===== src/rtl/gol_view_mapper_if.sv =====
// Pixel-stream, configuration, palette-host and display-bank signals of the view mapper.
// The slave modport is the mapper; the master modport is whoever drives timing/config and serves the bank.
interface gol_view_mapper_if #(
   parameter int GRID_X_BITS  = 8,
   parameter int GRID_Y_BITS  = 8,
   parameter int SPECIES_BITS = 5,
   parameter int COORD_W      = 12
);
   logic [COORD_W-1:0]                 pixel_x;
   logic [COORD_W-1:0]                 pixel_y;
   logic                               de;
   logic                               frame_start;
   logic [1:0]                         cfg_zoom;
   logic [GRID_X_BITS-1:0]             cfg_pan_x;
   logic [GRID_Y_BITS-1:0]             cfg_pan_y;
   logic                               cfg_grid_lines;
   logic                               cfg_cursor_en;
   logic [GRID_X_BITS-1:0]             cfg_cursor_x;
   logic [GRID_Y_BITS-1:0]             cfg_cursor_y;
   logic                               pal_we;
   logic [SPECIES_BITS-1:0]            pal_addr;
   logic [23:0]                        pal_wdata;
   logic [GRID_Y_BITS+GRID_X_BITS-1:0] addr;
   logic [SPECIES_BITS-1:0]            dout;
   logic [7:0]                         r;
   logic [7:0]                         g;
   logic [7:0]                         b;
   logic                               de_out;
   logic                               pal_init_busy;

   modport master (
      output pixel_x, pixel_y, de, frame_start,
      output cfg_zoom, cfg_pan_x, cfg_pan_y, cfg_grid_lines,
      output cfg_cursor_en, cfg_cursor_x, cfg_cursor_y,
      output pal_we, pal_addr, pal_wdata, dout,
      input  addr, r, g, b, de_out, pal_init_busy
   );

   modport slave (
      input  pixel_x, pixel_y, de, frame_start,
      input  cfg_zoom, cfg_pan_x, cfg_pan_y, cfg_grid_lines,
      input  cfg_cursor_en, cfg_cursor_x, cfg_cursor_y,
      input  pal_we, pal_addr, pal_wdata, dout,
      output addr, r, g, b, de_out, pal_init_busy
   );
endinterface


===== src/rtl/gol_view_mapper.sv =====
// Maps active-video pixels onto a toroidal Life grid, fetches species codes and colours them
// through a palette RAM with grid-line and cursor overlays; fixed 3-cycle pixel latency.
module gol_view_mapper #(
   parameter int GRID_X_BITS  = 8,
   parameter int GRID_Y_BITS  = 8,
   parameter int SPECIES_BITS = 5,
   parameter int H_ACTIVE     = 1280,
   parameter int V_ACTIVE     = 720,
   parameter int COORD_W      = 12
) (
   input logic clk,
   input logic rst,
   gol_view_mapper_if.slave bus
);
   localparam logic [23:0] BORDER_RGB = 24'h08081C;
   localparam logic [23:0] GRID_RGB   = 24'h202040;
   localparam logic [23:0] BG_RGB     = 24'h0C0C18;

   typedef enum logic {S_INIT, S_RUN} state_t;

   // Viewport extent in pixels: min(grid cells, active>>zoom) cells, scaled back up by the cell size.
   function automatic logic [COORD_W-1:0] view_px(input int active, input int gbits,
                                                  input logic [1:0] z);
      int cells;
      cells = active >> z;
      if (cells > (1 << gbits)) cells = 1 << gbits;
      return COORD_W'(cells << z);
   endfunction

   function automatic logic [COORD_W-1:0] off_px(input int active, input logic [COORD_W-1:0] span);
      return COORD_W'((active - int'(span)) / 2);
   endfunction

   function automatic logic [23:0] def_entry(input logic [SPECIES_BITS-1:0] i);
      logic [7:0] red;
      if (i == '0) return BG_RGB;
      red = 8'(32'(i) << (8 - SPECIES_BITS));
      return {red, ~red, 8'hFF};
   endfunction

   logic [1:0]             zoom_q;
   logic [GRID_X_BITS-1:0] pan_x_q, cur_x_q;
   logic [GRID_Y_BITS-1:0] pan_y_q, cur_y_q;
   logic                   grid_q, cur_en_q;
   logic [COORD_W-1:0]     view_w_q, view_h_q, off_x_q, off_y_q;
   logic [COORD_W-1:0]     view_w_d, view_h_d;

   always_comb begin
      view_w_d = view_px(H_ACTIVE, GRID_X_BITS, bus.cfg_zoom);
      view_h_d = view_px(V_ACTIVE, GRID_Y_BITS, bus.cfg_zoom);
   end

   always_ff @(posedge clk) begin
      if (rst) begin
         zoom_q   <= 2'd2;
         pan_x_q  <= '0;
         pan_y_q  <= '0;
         grid_q   <= 1'b0;
         cur_en_q <= 1'b0;
         cur_x_q  <= '0;
         cur_y_q  <= '0;
         view_w_q <= view_px(H_ACTIVE, GRID_X_BITS, 2'd2);
         view_h_q <= view_px(V_ACTIVE, GRID_Y_BITS, 2'd2);
         off_x_q  <= off_px(H_ACTIVE, view_px(H_ACTIVE, GRID_X_BITS, 2'd2));
         off_y_q  <= off_px(V_ACTIVE, view_px(V_ACTIVE, GRID_Y_BITS, 2'd2));
      end else if (bus.frame_start) begin
         zoom_q   <= bus.cfg_zoom;
         pan_x_q  <= bus.cfg_pan_x;
         pan_y_q  <= bus.cfg_pan_y;
         grid_q   <= bus.cfg_grid_lines;
         cur_en_q <= bus.cfg_cursor_en;
         cur_x_q  <= bus.cfg_cursor_x;
         cur_y_q  <= bus.cfg_cursor_y;
         view_w_q <= view_w_d;
         view_h_q <= view_h_d;
         off_x_q  <= off_px(H_ACTIVE, view_w_d);
         off_y_q  <= off_px(V_ACTIVE, view_h_d);
      end
   end

   // Palette init FSM: one default entry per cycle, host port only live in RUN.
   state_t                  state_q, state_d;
   logic [SPECIES_BITS-1:0] cnt_q, cnt_d;
   logic                    pal_wr_en;
   logic [SPECIES_BITS-1:0] pal_wr_addr;
   logic [23:0]             pal_wr_data;
   logic [23:0]             pal_mem [2**SPECIES_BITS];

   always_ff @(posedge clk) begin
      if (rst) begin
         state_q <= S_INIT;
         cnt_q   <= '0;
      end else begin
         state_q <= state_d;
         cnt_q   <= cnt_d;
      end
   end

   always_comb begin
      state_d     = state_q;
      cnt_d       = cnt_q;
      pal_wr_en   = 1'b0;
      pal_wr_addr = bus.pal_addr;
      pal_wr_data = bus.pal_wdata;
      case (state_q)
         S_INIT: begin
            pal_wr_en   = 1'b1;
            pal_wr_addr = cnt_q;
            pal_wr_data = def_entry(cnt_q);
            cnt_d       = cnt_q + 1'b1;
            if (cnt_q == '1) state_d = S_RUN;
         end
         default: pal_wr_en = bus.pal_we;
      endcase
   end

   always_ff @(posedge clk) begin
      if (pal_wr_en) pal_mem[pal_wr_addr] <= pal_wr_data;
   end

   assign bus.pal_init_busy = (state_q == S_INIT);

   // Stage 0: unsigned offset subtraction makes pixels left of/above the viewport wrap huge and fail.
   logic [COORD_W-1:0]     dx, dy;
   logic [GRID_X_BITS-1:0] cell_x;
   logic [GRID_Y_BITS-1:0] cell_y;
   logic [3:0]             zmask;
   logic                   in_view, cur_hit, grid_hit;

   always_comb begin
      dx       = bus.pixel_x - off_x_q;
      dy       = bus.pixel_y - off_y_q;
      in_view  = bus.de && (dx < view_w_q) && (dy < view_h_q);
      cell_x   = GRID_X_BITS'(dx >> zoom_q) + pan_x_q;
      cell_y   = GRID_Y_BITS'(dy >> zoom_q) + pan_y_q;
      zmask    = (4'd1 << zoom_q) - 4'd1;
      grid_hit = grid_q && (zoom_q >= 2'd2) &&
                 (((dx[3:0] & zmask) == 4'd0) || ((dy[3:0] & zmask) == 4'd0));
      cur_hit  = cur_en_q && (cell_x == cur_x_q) && (cell_y == cur_y_q);
   end

   // Stage 1: bank address out, overlay flags ride along.
   logic [GRID_Y_BITS+GRID_X_BITS-1:0] addr_q;
   logic de_p1_q, inview_p1_q, cur_p1_q, grid_p1_q;

   always_ff @(posedge clk) begin
      if (rst) begin
         addr_q      <= '0;
         de_p1_q     <= 1'b0;
         inview_p1_q <= 1'b0;
         cur_p1_q    <= 1'b0;
         grid_p1_q   <= 1'b0;
      end else begin
         addr_q      <= in_view ? {cell_y, cell_x} : '0;
         de_p1_q     <= bus.de;
         inview_p1_q <= in_view;
         cur_p1_q    <= cur_hit;
         grid_p1_q   <= grid_hit;
      end
   end

   assign bus.addr = addr_q;

   // Stage 2: dout valid, palette read asynchronously, colour chosen.
   logic de_p2_q, inview_p2_q, cur_p2_q, grid_p2_q;
   logic [23:0] pal_rd, rgb_d, rgb_q;
   logic        de_out_q;

   always_ff @(posedge clk) begin
      if (rst) begin
         de_p2_q     <= 1'b0;
         inview_p2_q <= 1'b0;
         cur_p2_q    <= 1'b0;
         grid_p2_q   <= 1'b0;
      end else begin
         de_p2_q     <= de_p1_q;
         inview_p2_q <= inview_p1_q;
         cur_p2_q    <= cur_p1_q;
         grid_p2_q   <= grid_p1_q;
      end
   end

   always_comb begin
      pal_rd = pal_mem[bus.dout];
      rgb_d  = 24'h000000;
      if (!de_p2_q)                              rgb_d = 24'h000000;
      else if (!inview_p2_q || bus.pal_init_busy) rgb_d = BORDER_RGB;
      else if (cur_p2_q)                         rgb_d = pal_rd ^ 24'hFFFFFF;
      else if (grid_p2_q && (bus.dout == '0))    rgb_d = GRID_RGB;
      else                                       rgb_d = pal_rd;
   end

   // Stage 3: registered colour out.
   always_ff @(posedge clk) begin
      if (rst) begin
         rgb_q    <= '0;
         de_out_q <= 1'b0;
      end else begin
         rgb_q    <= rgb_d;
         de_out_q <= de_p2_q;
      end
   end

   assign bus.r      = rgb_q[23:16];
   assign bus.g      = rgb_q[15:8];
   assign bus.b      = rgb_q[7:0];
   assign bus.de_out = de_out_q;
endmodule


===== src/flat_wrapper.sv =====
// flat-port wrapper written by rule: the top's interface ports become plain ports
module gol_view_mapper_flat 
#(
   parameter int GRID_X_BITS  = 8,
   parameter int GRID_Y_BITS  = 8,
   parameter int SPECIES_BITS = 5,
   parameter int H_ACTIVE     = 1280,
   parameter int V_ACTIVE     = 720,
   parameter int COORD_W      = 12
)
  (clk, rst, bus_pixel_x, bus_pixel_y, bus_de, bus_frame_start, bus_cfg_zoom, bus_cfg_pan_x, bus_cfg_pan_y, bus_cfg_grid_lines, bus_cfg_cursor_en, bus_cfg_cursor_x, bus_cfg_cursor_y, bus_pal_we, bus_pal_addr, bus_pal_wdata, bus_dout, bus_addr, bus_r, bus_g, bus_b, bus_de_out, bus_pal_init_busy);
  gol_view_mapper_if #(.GRID_X_BITS(GRID_X_BITS), .GRID_Y_BITS(GRID_Y_BITS), .SPECIES_BITS(SPECIES_BITS), .COORD_W(COORD_W)) bus_i ();
  input logic clk;
  input logic rst;
  input wire logic [$bits(bus_i.pixel_x)-1:0] bus_pixel_x;
  input wire logic [$bits(bus_i.pixel_y)-1:0] bus_pixel_y;
  input wire logic [$bits(bus_i.de)-1:0] bus_de;
  input wire logic [$bits(bus_i.frame_start)-1:0] bus_frame_start;
  input wire logic [$bits(bus_i.cfg_zoom)-1:0] bus_cfg_zoom;
  input wire logic [$bits(bus_i.cfg_pan_x)-1:0] bus_cfg_pan_x;
  input wire logic [$bits(bus_i.cfg_pan_y)-1:0] bus_cfg_pan_y;
  input wire logic [$bits(bus_i.cfg_grid_lines)-1:0] bus_cfg_grid_lines;
  input wire logic [$bits(bus_i.cfg_cursor_en)-1:0] bus_cfg_cursor_en;
  input wire logic [$bits(bus_i.cfg_cursor_x)-1:0] bus_cfg_cursor_x;
  input wire logic [$bits(bus_i.cfg_cursor_y)-1:0] bus_cfg_cursor_y;
  input wire logic [$bits(bus_i.pal_we)-1:0] bus_pal_we;
  input wire logic [$bits(bus_i.pal_addr)-1:0] bus_pal_addr;
  input wire logic [$bits(bus_i.pal_wdata)-1:0] bus_pal_wdata;
  input wire logic [$bits(bus_i.dout)-1:0] bus_dout;
  output wire logic [$bits(bus_i.addr)-1:0] bus_addr;
  output wire logic [$bits(bus_i.r)-1:0] bus_r;
  output wire logic [$bits(bus_i.g)-1:0] bus_g;
  output wire logic [$bits(bus_i.b)-1:0] bus_b;
  output wire logic [$bits(bus_i.de_out)-1:0] bus_de_out;
  output wire logic [$bits(bus_i.pal_init_busy)-1:0] bus_pal_init_busy;
  assign bus_i.pixel_x = bus_pixel_x;
  assign bus_i.pixel_y = bus_pixel_y;
  assign bus_i.de = bus_de;
  assign bus_i.frame_start = bus_frame_start;
  assign bus_i.cfg_zoom = bus_cfg_zoom;
  assign bus_i.cfg_pan_x = bus_cfg_pan_x;
  assign bus_i.cfg_pan_y = bus_cfg_pan_y;
  assign bus_i.cfg_grid_lines = bus_cfg_grid_lines;
  assign bus_i.cfg_cursor_en = bus_cfg_cursor_en;
  assign bus_i.cfg_cursor_x = bus_cfg_cursor_x;
  assign bus_i.cfg_cursor_y = bus_cfg_cursor_y;
  assign bus_i.pal_we = bus_pal_we;
  assign bus_i.pal_addr = bus_pal_addr;
  assign bus_i.pal_wdata = bus_pal_wdata;
  assign bus_i.dout = bus_dout;
  assign bus_addr = bus_i.addr;
  assign bus_r = bus_i.r;
  assign bus_g = bus_i.g;
  assign bus_b = bus_i.b;
  assign bus_de_out = bus_i.de_out;
  assign bus_pal_init_busy = bus_i.pal_init_busy;
  gol_view_mapper #(.GRID_X_BITS(GRID_X_BITS), .GRID_Y_BITS(GRID_Y_BITS), .SPECIES_BITS(SPECIES_BITS), .H_ACTIVE(H_ACTIVE), .V_ACTIVE(V_ACTIVE), .COORD_W(COORD_W)) u_core (.clk(clk), .rst(rst), .bus(bus_i));
endmodule

===== config.mk =====
export PLATFORM = sky130hd
export DESIGN_NAME = gol_view_mapper_flat
export DESIGN_NICKNAME = d
export VERILOG_FILES = /design/src/rtl/gol_view_mapper_if.sv /design/src/rtl/gol_view_mapper.sv /design/src/flat_wrapper.sv
export SDC_FILE = /design/constraint.sdc
export NUM_CORES = 1
export LEC_CHECK = 0
export ABC_AREA = 0
export ABC_CLOCK_PERIOD_IN_PS = 11200
export CAP_MARGIN = 20
export CORE_ASPECT_RATIO = 0.5
export CORE_UTILIZATION = 55
export CTS_CLUSTER_SIZE = 12
export DETAILED_ROUTE_END_ITERATION = 8
export PLACE_DENSITY = 0.83
export RECOVER_POWER = 100
export SLEW_MARGIN = 10
export SYNTH_ARGS = -nofsm -noshare
export SYNTH_HDL_FRONTEND = slang
export SYNTH_SLANG_ARGS = --single-unit
export TNS_END_PERCENT = 100

===== constraint.sdc =====
create_clock -name clk -period 11.2 [get_ports clk]
set_input_delay 2.24 -clock clk [delete_from_list [all_inputs] [get_ports clk]]
set_output_delay 2.24 -clock clk [all_outputs]
set_load 0.02 [all_outputs]

==> results by stage, run 1 <==
Timing:
- The final critical-path setup slack is between 3 and 4 ns.
- The number of setup violations in the final report is 0.
- The routed design could run at a clock period as short as 7.96 ns.
- The worst slew slack as a fraction of its limit is -1.41.
- The post-route setup TNS is 0 ns.
- Dividing the final minimum period by the clock period gives 0.711.
- The slew at the pin closest to its max-slew limit is approximately 3.6 ns.
- The count of endpoints failing hold in the final timing report is 0.
- The count of final max-slew check failures was around 870.
- Setup repair after global routing left no endpoint under its margin.
- Static timing analysis puts the maximum clock frequency at 126 MHz.
- Across the routed clock network, the largest skew measured is 0.0348 ns.

Place:
- The post-DP HPWL is 50.3 mm.
- The port buffer count is 140.
- After detailed placement, the total cell area comes to 0.0393 mm².
- At the end of routability-driven placement, the weighted congestion stood at 0.835.
- The post-place setup slack is 4.53 ns.

Synth:
- The number of storage elements in the synthesis netlist is 891.
- By area the synthesized netlist is led by edfxtp_1 63%, mux4_2 15%, dfxtp_1 6.8%, mux2i_1 2.9%, ha_1 2.2%.
- The largest area contributor in the netlist is edfxtp_1.
- The most used flip-flop cell after synthesis is edfxtp_1.
- The number of distinct library cell variants in the gate-level netlist after synthesis is 68.
- In the synthesized netlist the async set-or-reset flop fraction comes to 0.
- The area fraction of the dominant cell type after synthesis is 0.633.
- The net count after synthesis is 2157.
- The average size of a mapped cell is about 18 µm².
- Of the synthesized area, sequential elements account for 0.700.
- Yosys mapped a number of flops with a built-in enable equal to between 700 and 800.
- The gate count of the mapped netlist is 1992.
- For this run, the number of Yosys warnings is 0.
- The mapped netlist covers 0.0365 mm².

Floorplanning:
- The floorplan step set the die height to 184 µm.
- The core region is 0.0652 mm².
- For this configuration, the core starts out at a cell density of 0.559.
- The floorplan step defined a die boundary enclosing between 0.06 and 0.07 mm².
- During I/O placement, the number of pins put on the boundary was 141.
- In this run the horizontal extent of the chip is 366 µm.
- The floorplan has 66 rows.

Finish:
- The area growth from synthesis to layout is 13.7%.
- The layout has 4236 filler cells.
- The area of all placed cells without fillers is 0.0415 mm².
- The layout cell share with drive strength beyond 1 is 0.168.
- At the end of the flow, the number of nets in the layout was 2341.

Pwr:
- Power spread over the standard cell area amounts to 175 mW/mm².
- The total power consumption of the routed design is 7.25 mW.
- VDD sags by at most 125 µV.
- The leakage dissipation is 13.9 nW.

Clock network:
- Clock tree synthesis inserted a total of 85 buffers.
- The post-cts repair resize count is 0.
- The CTS tree is yes.
- The clock slew seen by the registers of the worst setup and hold paths is approximately 0.060 ns.
- The clock passes through at most 3 buffers.
- CTS placed an instance of clkbuf_16 at the clock tree root.
- The hold buffer count at cts is 0.
- The number of buffers inserted to repair setup after CTS is 0.
- The H-tree generated during clock tree synthesis spans 3 levels.
- Clock tree synthesis found a total of 891 sinks.
- At the later pin of the worst-skew pair, clock insertion delay measures 0.65 ns.

Global route:
- The wire length of the first global-routing pass is 139 mm.
- The maximum number of pins on one net before global-route repair is 75.
- The number of antenna violations at the first check in global routing came to 1.
- In the global route stage, overall resource usage came out at 0.289.
- The via count of the first global-routing pass is around 21k.
- The residual overflow from global routing is 0.

Setup path:
- STA puts the critical path data required time at 11.60 ns.
- The kind of start point of the critical path is an input port.
- The buffer and inverter count on the worst path is 5.
- Of all nets on the critical path, the largest fanout is 70.
- The worst setup path is captured at a register.
- The largest individual stage delay along the critical path comes from the cell clkbuf_1.
- The critical path data arrival time is 8.36 ns.
- The type of the worst setup path is in -> reg.
- The dominant delay contributor by cell family on the critical path is buffers and inverters.
- The critical path goes through buf_2 -> clkbuf_1 -> inv_1 -> nand2_1 -> inv_1 -> nand2_1 -> clkbuf_1 -> nor2_1.
- The biggest cell delay along the critical path is 2.27 ns.

Run status:
- The final reports fail on capacitance limit, slew limit.
- The run finished, with violations left.

Detailed routing:
- The number of nets still failing antenna checks after routing is 0.
- The wire length reported by the detailed router is 103 mm.
- In the routed design, unresolved DRC markers number 0.
- The count of vias placed by the detailed router is 21.1k.
- Dividing the detail-routed wire length by the instance count gives roughly 33 µm.
- Before antenna repair, the detailed router went through 5 iterations.
- Dividing the detail-routed via count by the number of cells gives 6.73.
- The violation count after the first detailed-routing iteration is 3074.

Run:
- The reported max-cap violation count is between 40 and 50.

Hold path:
- The type of the tightest min-delay check is reg -> reg.
[cell families (layout without fill, tap and decap cells)]
group,count (synthesis),in the layout,share of synthesized area
flops,891,891,0.700
fa+ha+maj,66,66,0.0233
simple gates,299,299,0.0358
other cells,0,1,0
compound gates,168,168,0.0304
xor+xnor,53,53,0.0137
mux,351,351,0.179
buf+inv,164,419,0.0176
[path summary, 6_finish.rpt]
check	startpoint	end	slack, ns	depth (start not counted)
worst max register to register	u_core.state_q$_SDFF_PP0_	u_core.pal_mem[3][4]$_DFFE_PP_	3.70	7
worst min-delay path	u_core.de_p1_q$_SDFF_PP0_	u_core.de_p2_q$_SDFF_PP0_	0.42	1
worst max-delay path	rst	u_core.rgb_q[14]$_SDFF_PP0_	3.24	8
worst min register to register	u_core.de_p1_q$_SDFF_PP0_	u_core.de_p2_q$_SDFF_PP0_	0.42	1
[report_power, final]
part | leakage (nW) | total, mW | switching [mW] | internal, mW
registers | 7.93 | 3.75 | 0.0286 | 3.72
clock network | 1.24 | 2.80 | 1.28 | 1.52
logic | 4.75 | 0.707 | 0.422 | 0.286
total | 13.9 | 7.25 | 1.73 | 5.53
[per-layer routing]
layer | part of all wire | wire [µm] | track usage | vias to the layer above
li1 | - | - | - | 8296
met2 | 0.49 | 50100 | 0.485 | 1918
met5 | 0 | 0 | 0 | -
met3 | 0.13 | 12900 | 0.0764 | 336
met1 | 0.34 | 35000 | 0.356 | 10500
met4 | 0.048 | 4920 | 0.127 | 0
[flip-flops by register name, summed over array words and instances, names as in the netlist, 2 cells and up]
name             cells
u_core.bus.addr     16
u_core.cnt_q         5
u_core.cur_x_q       8
u_core.cur_y_q       8
u_core.off_x_q       6
u_core.off_y_q      11
u_core.pal_mem     768
u_core.pan_x_q       8
u_core.pan_y_q       8
u_core.rgb_q        24
u_core.view_h_q      9
u_core.view_w_q      6
u_core.zoom_q        2
[cell usage in the layout, fill, tap and decap left out, drive strengths merged, types with 3 or more instances in the layout]
| cell | Yosys | routed |
|---|---|---|
| nand2b | 11 | 11 |
| mux4 | 241 | 241 |
| nand4 | 3 | 3 |
| xor2 | 20 | 20 |
| nor2 | 158 | 158 |
| clkinv | 3 | 5 |
| o21ai | 30 | 30 |
| mux2 | 3 | 3 |
| nor3 | 10 | 10 |
| o221ai | 3 | 3 |
| or4 | 5 | 5 |
| nor2b | 16 | 16 |
| buf | 31 | 17 |
| clkbuf | 69 | 200 |
| edfxtp | 768 | 768 |
| o31a | 3 | 3 |
| ha | 63 | 63 |
| o21a | 13 | 13 |
| inv | 61 | 63 |
| and2 | 5 | 5 |
| a21oi | 53 | 53 |
| a211o | 3 | 3 |
| a31oi | 5 | 5 |
| xnor2 | 31 | 31 |
| mux2i | 107 | 107 |
| o211ai | 6 | 6 |
| dfxtp | 123 | 123 |
| a21o | 5 | 5 |
| clkdlybuf4s50 | 0 | 63 |
| nand2 | 64 | 64 |
| fa | 3 | 3 |
| a211oi | 14 | 14 |
| nand3 | 14 | 14 |
| o31ai | 7 | 7 |
| dlygate4sd3 | 0 | 71 |
[cell type report]
cell class | instances | area (µm²) | share of cell area
sequential | 891 | 25500 | 0.616
multi-input combinational | 937 | 10300 | 0.249
clock buffer | 154 | 2510 | 0.0605
timing repair buffer | 197 | 1670 | 0.0402
tap | 884 | 1110 | 0.0267
inverter | 64 | 240 | 0.00579
clock inverter | 4 | 88.8 | 0.00214
antenna | 1 | 2.50 | 0.0000603
[per-stage QoR]
step	std cells	util	hold slack (ns)
2_1_floorplan	1992	-	0.414
3_3_place_gp	2945	0.600	0.427
3_5_place_dp	2954	0.603	0.428
4_1_cts	3112	0.643	0.420
5_1_grt	3132	0.636	0.442
6_report	3132	0.636	0.423
[cells in the mapped netlist (all sizes together), types with 10 or more instances]
| cell | count |
|---|---|
| edfxtp | 768 |
| mux4 | 241 |
| nor2 | 158 |
| dfxtp | 123 |
| mux2i | 107 |
| clkbuf | 69 |
| nand2 | 64 |
| ha | 63 |
| inv | 61 |
| a21oi | 53 |
| buf | 31 |
| xnor2 | 31 |
| o21ai | 30 |
| xor2 | 20 |
| nor2b | 16 |
| a211oi | 14 |
| nand3 | 14 |
| o21a | 13 |
| nand2b | 11 |
| nor3 | 10 |
(Power assumes the default switching activity.)
==> run 2: changes to the inputs <==
--- a/config.mk
+++ b/config.mk
@@ -6,7 +6,7 @@
 export NUM_CORES = 1
 export LEC_CHECK = 0
 export ABC_AREA = 0
-export ABC_CLOCK_PERIOD_IN_PS = 11200
+export ABC_CLOCK_PERIOD_IN_PS = 8200
 export CAP_MARGIN = 20
 export CORE_ASPECT_RATIO = 0.5
 export CORE_UTILIZATION = 55
==> constraint.sdc (replaced) <==
create_clock -name clk -period 8.2 [get_ports clk]
set_input_delay 1.64 -clock clk [delete_from_list [all_inputs] [get_ports clk]]
set_output_delay 1.64 -clock clk [all_outputs]
set_load 0.02 [all_outputs]
==> results by stage, run 2 (synthesis results as in run 1) <==
Run status:
- Result of the run: finished, violations left (unchanged).
- Violations in the final reports: capacitance limit, slew limit (unchanged).

Place:
- The post-place setup slack came to 2.10 ns (was 4.53 ns).
- The post-DP HPWL is 47.8 mm (was 50.3 mm).
- The port buffer count is 140 (unchanged).
- The global placer's final weighted congestion is 0.854 (was 0.835).

Pwr:
- The combinational share of power is 0.098 (about the same).
- The share of power burned in the clock network is 0.385 (was 0.386).
- The leakage dissipation is 14.0 nW (was 13.9 nW).
- The power spent charging and discharging nets is 2.35 mW (was 1.73 mW).
- The maximum resistive drop on vdd was 160 µV (was 125 µV).
- The total internal power is 7.55 mW (was 5.53 mW).
- The switching part of the total power is 0.238 (about the same).
- The relative contribution of sequential cells to total power was 0.517 (about the same).
- The power per standard cell area came to 237 mW/mm² (was 175 mW/mm²).

Finish:
- The most common cell after layout, fill and taps aside is edfxtp_1 (unchanged).
- The register ranked first by flip-flop count is u_core.pal_mem (unchanged).
- The layout cell share with drive strength beyond 1 is 0.176 (was 0.168).
- The area growth from synthesis to layout is 14.5% (was 13.7%).
- The filler cell count is 4212 (was 4236).
- Most frequent cells in the layout: 768 x edfxtp_1, 241 x mux4_2, 151 x nor2_1, 122 x dfxtp_1, 107 x mux2i_1 (was 768 x edfxtp_1, 241 x mux4_2, 154 x nor2_1, 121 x dfxtp_1, 107 x mux2i_1).
- The number of flip-flops under the largest register name is 768 (unchanged).
- The post-layout net count is 2344 (was 2341).
- The count of inserted antenna diode cells is 0 (was 1).

Floorplanning:
- The horizontal die dimension is 366 µm (unchanged).
- The area of the placeable core is 0.0652 mm² (unchanged).
- The area of the die is 0.0674 mm² (unchanged).
- The row count came to 66 (unchanged).
- The total I/O pin count was 141 (unchanged).
- The chip height is 184 µm (unchanged).
- The initial core utilization was 0.559 (unchanged).

Timing:
- The ratio of final minimum period to clock period is 0.840.
- RSZ-0062 raised after global routing: no (unchanged).
- After layout, the minimum clock period comes to 6.89 ns.
- The number of setup violations in the final report is 0 (unchanged).
- The count of final max-slew check failures is 569 (was 873).
- The slew at the pin closest to its max-slew limit is 3.44 ns (was 3.61 ns).
- The worst slew slack as a fraction of its limit is -1.30 (was -1.41).
- The count of endpoints failing hold in the final timing report is 0 (unchanged).
- The worst setup skew after layout is 0.0187 ns (was 0.0348 ns).
- The post-route setup TNS is 0 ns (unchanged).
- Static timing analysis puts the maximum clock frequency at 145 MHz.
- The final critical-path setup slack came to 1.31 ns (was 3.24 ns).

Setup path:
- The critical path data arrival time is 7.08 ns (was 8.36 ns).
- The required time of the worst setup path is 8.39 ns (was 11.60 ns).
- The type of the worst setup path is reg -> reg (was in -> reg).
- The kind of start point of the critical path was a register (was input port).
- The largest fanout on the critical path is 46 (was 70).
- The kind of end point of the critical path is a register (unchanged).

Global route:
- The via count of the first global-routing pass is 20.5k (was 20.9k).
- The overall routing resource usage is 0.283 (was 0.289).
- The residual overflow from global routing is 0 (unchanged).
- The wire length of the first global-routing pass is 136 mm (was 139 mm).
- The number of antenna violations at the first check in global routing is 0 (was 1).
- The maximum number of pins on one net before global-route repair was 113 (was 75).

Clock network:
- The deepest clock path buffer count is 3 (unchanged).
- The number of clock buffers inserted by TritonCTS is 85 (unchanged).
- The clock latency of the later-clocked register in the worst-skew pair is 0.65 ns (about the same).
- The hold buffer count at cts came to 0 (unchanged).
- The number of clock sinks is 891 (unchanged).
- The CTS tree is yes (unchanged).
- The number of buffers inserted to repair setup after CTS is 0 (unchanged).
- The post-cts repair resize count was 0 (unchanged).
- The number of H-tree levels is 3 (unchanged).
- The root buffer cell was clkbuf_16 (unchanged).
- The clock slew seen by the registers of the worst setup and hold paths is 0.06 ns (about the same).

Detailed routing:
- The detailed-router iteration count before antenna repair is 5 (unchanged).
- The number of nets still failing antenna checks after routing is 0 (unchanged).
- The via count normalized by instance count is 6.63 (was 6.73).
- The violation count after the first detailed-routing iteration is 3036 (was 3074).
- The wire length reported by the detailed router is 100 mm (was 103 mm).
- The average wire per standard cell is 32.1 µm (was 32.8 µm).
- The residual DRC count is 0 (unchanged).
- The count of vias placed by the detailed router is 20.8k (was 21.1k).

Hold path:
- The type of the tightest min-delay check is reg -> reg (unchanged).

Run:
- The reported max-cap violation count was 25 (was 45).
==> run 2: cell types whose count changed in the layout (fill, tap and decap cells not counted), sizes merged <==
cell           before  now
bufinv              0    1
inv                63   62
clkinv              5   10
clkbuf            200  180
dlygate4sd3        71   48
buf                17   35
diode               1    0
clkdlybuf4s50      63   86
==> run 2: worst max-delay path, stage by stage (launching register included) <==
cell and delay [ns]:
dfxtp_1 0.30, clkbuf_1 2.02, clkinv_1 1.11, nor3_1 0.52
a31oi_1 0.31, nor2_4 0.23, clkbuf_1 1.93
==> run 2: final cells by class <==
type	instances	area, µm²	share of cell area
sequential	891	25500	0.611
clock inverter	9	144	0.00345
tap	884	1110	0.0265
clock buffer	149	2440	0.0585
multi-input combinational	937	10400	0.248
inverter	64	240	0.00575
timing repair buffer	200	1940	0.0465
==> run 2: final timing paths <==
path | startpoint | to | slack (ns) | cells past startpoint
max | u_core.state_q$_SDFF_PP0_ | u_core.pal_mem[9][19]$_DFFE_PP_ | 1.31 | 6
min | u_core.grid_p1_q$_SDFF_PP0_ | u_core.grid_p2_q$_SDFF_PP0_ | 0.44 | 1
max reg2reg | u_core.state_q$_SDFF_PP0_ | u_core.pal_mem[9][19]$_DFFE_PP_ | 1.31 | 6
min reg2reg | u_core.grid_p1_q$_SDFF_PP0_ | u_core.grid_p2_q$_SDFF_PP0_ | 0.44 | 1
==> run 2: routing by layer <==
layer	GRT usage	wire length [µm]	up-vias
met5	0	0	-
met4	0.131	5410	0
met3	0.0580	11300	349
met2	0.471	48800	1741
met1	0.362	34900	10400
li1	-	-	8296
==> run 2: through the flow <==
stage	util	instance area [µm²]	cells	hold WS [ns]	total power [mW]
after global placement	0.600	39200	2949	0.420	6.11
final	0.640	41800	3134	0.438	9.90
after global routing	0.640	41800	3134	0.456	10.1
after CTS	0.641	41800	3109	0.442	9.84
after detailed placement	0.601	39200	2951	0.427	6.14
after floorplan	-	36500	1992	0.414	5.84
==> run 2: power by group through the flow <==
stage | sequential (mW) | clock [mW] | combinational, mW
CTS | 5.11 | 3.78 | 0.949
global route | 5.12 | 3.99 | 1.04
finish | 5.12 | 3.81 | 0.969
floorplan | 5.20 | 0 | 0.639
global placement | 5.20 | 0 | 0.907
detailed placement | 5.21 | 0 | 0.930
